$ cat config.mk
export PLATFORM = sky130hd
export DESIGN_NAME = branch_resolver_flat
export DESIGN_NICKNAME = d
export VERILOG_FILES = /design/src/rtl/branch_resolver_if.sv /design/src/rtl/branch_resolver.sv /design/src/flat_wrapper.sv
export SDC_FILE = /design/constraint.sdc
export NUM_CORES = 1
export LEC_CHECK = 0
export CAP_MARGIN = 15
export CORE_AREA = 2 2 57 113
export DETAILED_ROUTE_END_ITERATION = 12
export DIE_AREA = 0 0 59 115
export PLACE_DENSITY = 0.82
export REMOVE_ABC_BUFFERS = 1
export SYNTH_ARGS = -nofsm -noshare
export SYNTH_HDL_FRONTEND = slang
export SYNTH_SLANG_ARGS = --single-unit
$ cat constraint.sdc
create_clock -name clk -period 3.84 [get_ports clk]
set_clock_uncertainty 0.15 [all_clocks]
set_input_delay 0.768 -clock clk [delete_from_list [all_inputs] [get_ports clk]]
set_output_delay 0.768 -clock clk [all_outputs]
set_load 0.05 [all_outputs]
$ cat src/rtl/branch_resolver_if.sv
// branch_resolver_if: execute-stage branch bus; master drives the instruction, slave resolves it.
interface branch_resolver_if;
  logic        freeze;
  logic        valid_in;
  logic        B;
  logic        S;
  logic [3:0]  cond;
  logic [3:0]  status_in;
  logic [31:0] pc_in;
  logic [23:0] imm24;
  logic        Branch_taken;
  logic [31:0] BranchAddr;
  logic        squash;
  logic [3:0]  status_out;
  modport master (
    output freeze, valid_in, B, S, cond, status_in, pc_in, imm24,
    input  Branch_taken, BranchAddr, squash, status_out
  );
  modport slave (
    input  freeze, valid_in, B, S, cond, status_in, pc_in, imm24,
    output Branch_taken, BranchAddr, squash, status_out
  );
endinterface

$ cat src/rtl/branch_resolver.sv
// branch_resolver: ARM condition check, branch target, NZCV register and two-cycle wrong-path squash.
// Defining BRANCH_STATS_EN adds saturating br_count/taken_count outputs.
module branch_resolver (
  input logic clk,
  input logic rst,
  branch_resolver_if.slave bus
`ifdef BRANCH_STATS_EN
  ,
  output logic [15:0] br_count,
  output logic [15:0] taken_count
`endif
);
  typedef enum logic [1:0] {IDLE, SH1, SH2} state_t;
  state_t state, state_nxt;
  logic n, z, c, v, cond_ok, live;
  assign {n, z, c, v} = bus.status_out;
  always_comb begin
    cond_ok = 1'b0;
    case (bus.cond)
      4'h0: cond_ok = z;
      4'h1: cond_ok = ~z;
      4'h2: cond_ok = c;
      4'h3: cond_ok = ~c;
      4'h4: cond_ok = n;
      4'h5: cond_ok = ~n;
      4'h6: cond_ok = v;
      4'h7: cond_ok = ~v;
      4'h8: cond_ok = c & ~z;
      4'h9: cond_ok = ~c | z;
      4'hA: cond_ok = n == v;
      4'hB: cond_ok = n != v;
      4'hC: cond_ok = ~z & (n == v);
      4'hD: cond_ok = z | (n != v);
      4'hE: cond_ok = 1'b1;
      default: cond_ok = 1'b0;
    endcase
  end
  assign live = bus.valid_in & ~bus.squash;
  assign bus.Branch_taken = live & bus.B & cond_ok;
  assign bus.BranchAddr = bus.pc_in + {{6{bus.imm24[23]}}, bus.imm24, 2'b00};
  always_ff @(posedge clk or posedge rst)
    if (rst) state <= IDLE;
    else state <= state_nxt;
  // a taken branch wins over freeze so the shadow lines up with the PC redirect
  always_comb begin
    state_nxt = state;
    case (state)
      IDLE: state_nxt = bus.Branch_taken ? SH1 : IDLE;
      SH1: state_nxt = bus.freeze ? SH1 : SH2;
      SH2: state_nxt = bus.freeze ? SH2 : IDLE;
      default: state_nxt = IDLE;
    endcase
  end
  always_comb bus.squash = state != IDLE;
  always_ff @(posedge clk or posedge rst)
    if (rst) bus.status_out <= 4'b0000;
    else if (live & bus.S & cond_ok) bus.status_out <= bus.status_in;
`ifdef BRANCH_STATS_EN
  always_ff @(posedge clk or posedge rst)
    if (rst) begin
      br_count <= 16'd0;
      taken_count <= 16'd0;
    end else begin
      if (live & bus.B & ~&br_count) br_count <= br_count + 16'd1;
      if (bus.Branch_taken & ~&taken_count) taken_count <= taken_count + 16'd1;
    end
`endif
endmodule
$ cat src/flat_wrapper.sv
// flat-port wrapper written by rule: the top's interface ports become plain ports
module branch_resolver_flat 
  (clk, rst, bus_freeze, bus_valid_in, bus_B, bus_S, bus_cond, bus_status_in, bus_pc_in, bus_imm24, bus_Branch_taken, bus_BranchAddr, bus_squash, bus_status_out);
  branch_resolver_if bus_i ();
  input logic clk;
  input logic rst;
  input wire logic [$bits(bus_i.freeze)-1:0] bus_freeze;
  input wire logic [$bits(bus_i.valid_in)-1:0] bus_valid_in;
  input wire logic [$bits(bus_i.B)-1:0] bus_B;
  input wire logic [$bits(bus_i.S)-1:0] bus_S;
  input wire logic [$bits(bus_i.cond)-1:0] bus_cond;
  input wire logic [$bits(bus_i.status_in)-1:0] bus_status_in;
  input wire logic [$bits(bus_i.pc_in)-1:0] bus_pc_in;
  input wire logic [$bits(bus_i.imm24)-1:0] bus_imm24;
  output wire logic [$bits(bus_i.Branch_taken)-1:0] bus_Branch_taken;
  output wire logic [$bits(bus_i.BranchAddr)-1:0] bus_BranchAddr;
  output wire logic [$bits(bus_i.squash)-1:0] bus_squash;
  output wire logic [$bits(bus_i.status_out)-1:0] bus_status_out;
  assign bus_i.freeze = bus_freeze;
  assign bus_i.valid_in = bus_valid_in;
  assign bus_i.B = bus_B;
  assign bus_i.S = bus_S;
  assign bus_i.cond = bus_cond;
  assign bus_i.status_in = bus_status_in;
  assign bus_i.pc_in = bus_pc_in;
  assign bus_i.imm24 = bus_imm24;
  assign bus_Branch_taken = bus_i.Branch_taken;
  assign bus_BranchAddr = bus_i.BranchAddr;
  assign bus_squash = bus_i.squash;
  assign bus_status_out = bus_i.status_out;
  branch_resolver u_core (.clk(clk), .rst(rst), .bus(bus_i));
endmodule
=== Word level (Yosys, flattened, before mapping) ===
Index checks and enable logic that the tools add are counted.

* Register bits after elaboration: 6
* Bits of input ports: 70

* Add/subtract/negate cells: 1
* Equality and inequality tests: 18
* Mux-type cells: 5
* Bitwise operators: 14
* Reductions and logical operators: 3

{| class="wikitable"
|+ Operator list
! cell !! count
|-
| 32-bit adder || 1
|-
| 4-bit equality test (second input constant) || 7
|-
| 4-bit by 3-bit equality test with 1-bit output (second input constant) || 4
|-
| 1-bit one-hot mux with 15 select lines || 1
|-
| 4-bit by 2-bit equality test with 1-bit output (second input constant) || 2
|-
| 1-bit bitwise AND || 7
|-
| 2-bit one-hot mux with 3 select lines || 1
|-
| 1-bit inverter || 5
|-
| 4-bit by 1-bit equality test with 1-bit output (second input constant) || 1
|-
| 4-bit zero test || 1
|-
| 2-bit 2-to-1 mux || 2
|-
| 2-bit by 1-bit equality test with 1-bit output (second input constant) || 1
|-
| 2-bit equality test (second input constant) || 1
|-
| 2-bit zero test || 1
|-
| 1-bit OR || 2
|-
| 2-bit nonzero test || 1
|-
| 1-bit equality test || 1
|-
| 1-bit 2-to-1 mux || 1
|-
| 1-bit inequality test || 1
|}

=== Logic depth before layout (Yosys ltp) ===
* Depth after elaboration: 7
* Gate-level depth with buffers: 9

=== Worst setup path after synthesis ===
OpenSTA, ideal clock, no wires.

* Kind: input port to output port
* Start point: input bus_imm24[0]
* End point: output bus_BranchAddr[20]
* Arrival time: 3.224 ns
* Data required time: 2.922 ns
* Setup slack: -0.302 ns
* Cell stages on the path: 8
* Path buffers: 0
* Cell sequence: ha_1 -> fa_1 -> a211oi_1 -> o21ai_1 -> a21oi_2 -> o21bai_2 -> a221o_2 -> xor2_1

* Word-level cells in the longest chain between the ends: 1

{| class="wikitable"
|+ RTL lines
! what !! line !! RTL
|-
| start, declared || flat_wrapper.sv:14 || <nowiki>input wire logic [$bits(bus_i.imm24)-1:0] bus_imm24;</nowiki>
|-
| 32-bit adder || branch_resolver.sv:40 || <nowiki>assign bus.BranchAddr = bus.pc_in + {{6{bus.imm24[23]}}, bus.imm24, 2'b00};</nowiki>
|-
| end, declared || flat_wrapper.sv:16 || <nowiki>output wire logic [$bits(bus_i.BranchAddr)-1:0] bus_BranchAddr;</nowiki>
|}

No other way between the ends.

=== Worst setup path after layout ===
* Start point: input bus_pc_in[2]
* End point: output bus_BranchAddr[24]

* Word-level cells in the longest chain between the ends: 1

{| class="wikitable"
|+ RTL lines
! what !! line !! RTL
|-
| start, declared || flat_wrapper.sv:13 || <nowiki>input wire logic [$bits(bus_i.pc_in)-1:0] bus_pc_in;</nowiki>
|-
| 32-bit adder || branch_resolver.sv:40 ||
|}

No other way between the ends.

==> impl_metrics.toml <==
[sta]
rsz0062_at_grt = "true"
finalSetupViolations = 12
hold_violations = 0
slew_violations = 0
fin_crit_ps = 4190
worst_slack_ps = -348
worst_pin_slew_ps = 513
fmax_mhz = 239
whs_ps = 404
setup_tns_ps = -1200
relSlewSlack_pct = 65.7
period_share_pct = 109

[route]
drc = 0
ant_nets = 0
vias = 2955
drt-pass1-iter-count = 4
drt-total-wl_mm = 9.96
vias_per_cell = 5.92
drt-initial-drc-count = 119
wl_per_cell_microns = 20.0

[placement]
gp_congestion = 0.827
dp_hpwl_mm = 5.58
place_ws_ps = -662
placed_area_sq_mm = 0.00375
portBuffers = 103

[worst_setup_path]
critPathRequiredTime_ps = 2920
reg2reg_from = "u_core.bus.status_out[3]"
crit_type = "primary input to primary output"
regToRegSetupSlack_ps = 1490
reg2reg_depth = 7
endpoint_kind = "primary output"
crit_path_start_kind = "primary input"
reg2reg_to = "u_core.bus.status_out[0]"
crit_arrival_ps = 3270
critical_path.max_fanout = 3

[cells_and_area]
fillCellCount = 332
nets = 538
diodes = 0
area_growth_syn_to_layout_pct = 124
stdcell_area_sq_mm = 0.00452
drive_gt1_share_pct = 43.3

[pwr]
p_leak_uw = 0.00201
power_density_mw_per_mm2 = 392
ir_drop_v = 0.000461

[min_path]
min-delay-start = "u_core.bus.status_out[1]"
min_path_cells = 1
hold_path_class = "flop to flop"
holdPathEnd = "u_core.bus.status_out[1]"

[grt]
met3_usage_pct = 4.50
busiest_layer = "met2"
grt_util_met2_pct = 46.6
grt_max_degree = 10
grt_pass1_vias = 2996
grt_remaining_overflow = 0
antenna_found_initial = 0
track_usage_pct = 24.6
use_met1_pct = 24.8
grt_pass1_wl_mm = 13.4

[clock_tree]
cts_max_path_buffers = 2
cts-root-buf = "clkbuf_16"
htree_levels = 1
clock_latency_ps = 230
numCtsBuffers = 3
tritoncts = "done"
clk_pin_slew_ps = 30
cts_sinks = 6

[floorplan]
start_util_pct = 34.2
ioPinCount = 108
fp.dieArea_sq_mm = 0.00679
rows = 40
fp.dieH_microns = 115
die_w_microns = 59
core_sq_mm = 0.00591

[synth]
synth_top_area_share_pct = 17.9
avgSynthCellArea_sq_um = 7.46
synth.distinct_cells = 51
synthCells = 271
synth_commonest_cells = "a21oi_1, ha_1, nand2_1, nor2_1, xnor2_1"
syn-cell-area_sq_mm = 0.00202
synth.most_common_cell = "a21oi_1"
ys.flop_type = "dfrtp_1"
ys_top_cells_by_area = "ha_1, xnor2_1, a21oi_1"
yosysTopAreaCell = "ha_1"
async_flop_share_pct = 100
yosys_warnings = 0
synth_edf_count = 0
synth_seq_cells = 6
yosysSeqAreaShare_pct = 7.43

[run]
cap_violations = 0

[outcome]
status = "finished, violations left"
violations = "negative setup slack"
[critical path, stage by stage]
cell and delay, ps:
buf_8 100, ha_4 160, fa_2 410, a211oi_4 280, o21ai_2 100, a21oi_2 210, o21bai_2 100, a221o_2 380
a31oi_1 200, xnor2_1 200, bufbuf_16 340
[cell type report]
cell class | instances | area [sq um] | share of cell area (%)
Inverter | 11 | 41.3 | 0.913
Sequential cell | 6 | 150 | 3.32
Clock buffer | 3 | 75.1 | 1.66
Timing Repair Buffer | 172 | 1890 | 41.9
Multi-Input combinational cell | 244 | 2280 | 50.5
Tap cell | 63 | 78.8 | 1.74
[cell usage in the layout (no fill, tap or decap), types with 7 or more instances in the layout]
cell type        count
clkdlybuf4s50_1     42
xnor2_1             17
xor2_1               9
buf_12              25
a21oi_1             18
ha_4                18
inv_1               11
nand2_1             27
nor2_1              19
ha_1                 8
o21ai_0              7
dlygate4sd2_1       21
dlymetal6s2s_1       7
a21o_1               9
a21oi_2             12
buf_4               68
[through the flow]
stage	util, %	instances	total power, uW
6_report	76.5	499	1770
5_1_grt	76.5	499	1840
4_1_cts	72.0	490	1670
3_5_place_dp	63.5	480	1390
3_3_place_gp	63.5	480	1380
2_1_floorplan	-	261	807
[cell families after synthesis]
logic type | count (synthesis) | share of synthesized area, %
xor+xnor | 31 | 13.4
flops | 6 | 7.43
compound gates | 106 | 35.4
fa+ha+maj | 30 | 18.9
simple gates | 71 | 16.2
mux | 6 | 3.22
buf+inv | 21 | 5.45
[how the worst max path moves through the flow]
stage | endpoint | slack (ps) | start
after floorplan | bus_BranchAddr[20] | -300 | bus_imm24[0]
after global placement | bus_BranchAddr[28] | -600 | bus_imm24[0]
after detailed placement | bus_BranchAddr[28] | -660 | bus_imm24[0]
after CTS | bus_BranchAddr[24] | -210 | bus_pc_in[2]
after global routing | bus_BranchAddr[24] | -370 | bus_pc_in[2]
final | bus_BranchAddr[24] | -350 | bus_pc_in[2]
[flip-flops by register name, summed over array words and instances, names as in the netlist]
name,flops
u_core.state,2
u_core.bus.status_out,4
[metal layers]
layer  part of all wire, %  wire length [microns]
met3                   7.1                    712
met1                    34                   3430
met4                   6.9                    683
met5                     0                      0
met2                    52                   5140
[where the power goes]
group	switching [uW]	total, uW	internal, uW	leakage [uW]
Combinational	774	1480	709	0.00190
Sequential	32.5	123	90.8	0.0000747
Clock	33.6	167	133	0.0000370
[what timing repair did]
item | 4_1_cts | 5_1_grt
cloned | 0 | 0
endpoints found under the setup margin | 19 | 12
resized for setup | 97 | 41
pin swaps | 41 | 23
buffers inserted | 8 | 9
hold buffers | 0 | 0
No activity file was read; power rests on OpenSTA's default activity.
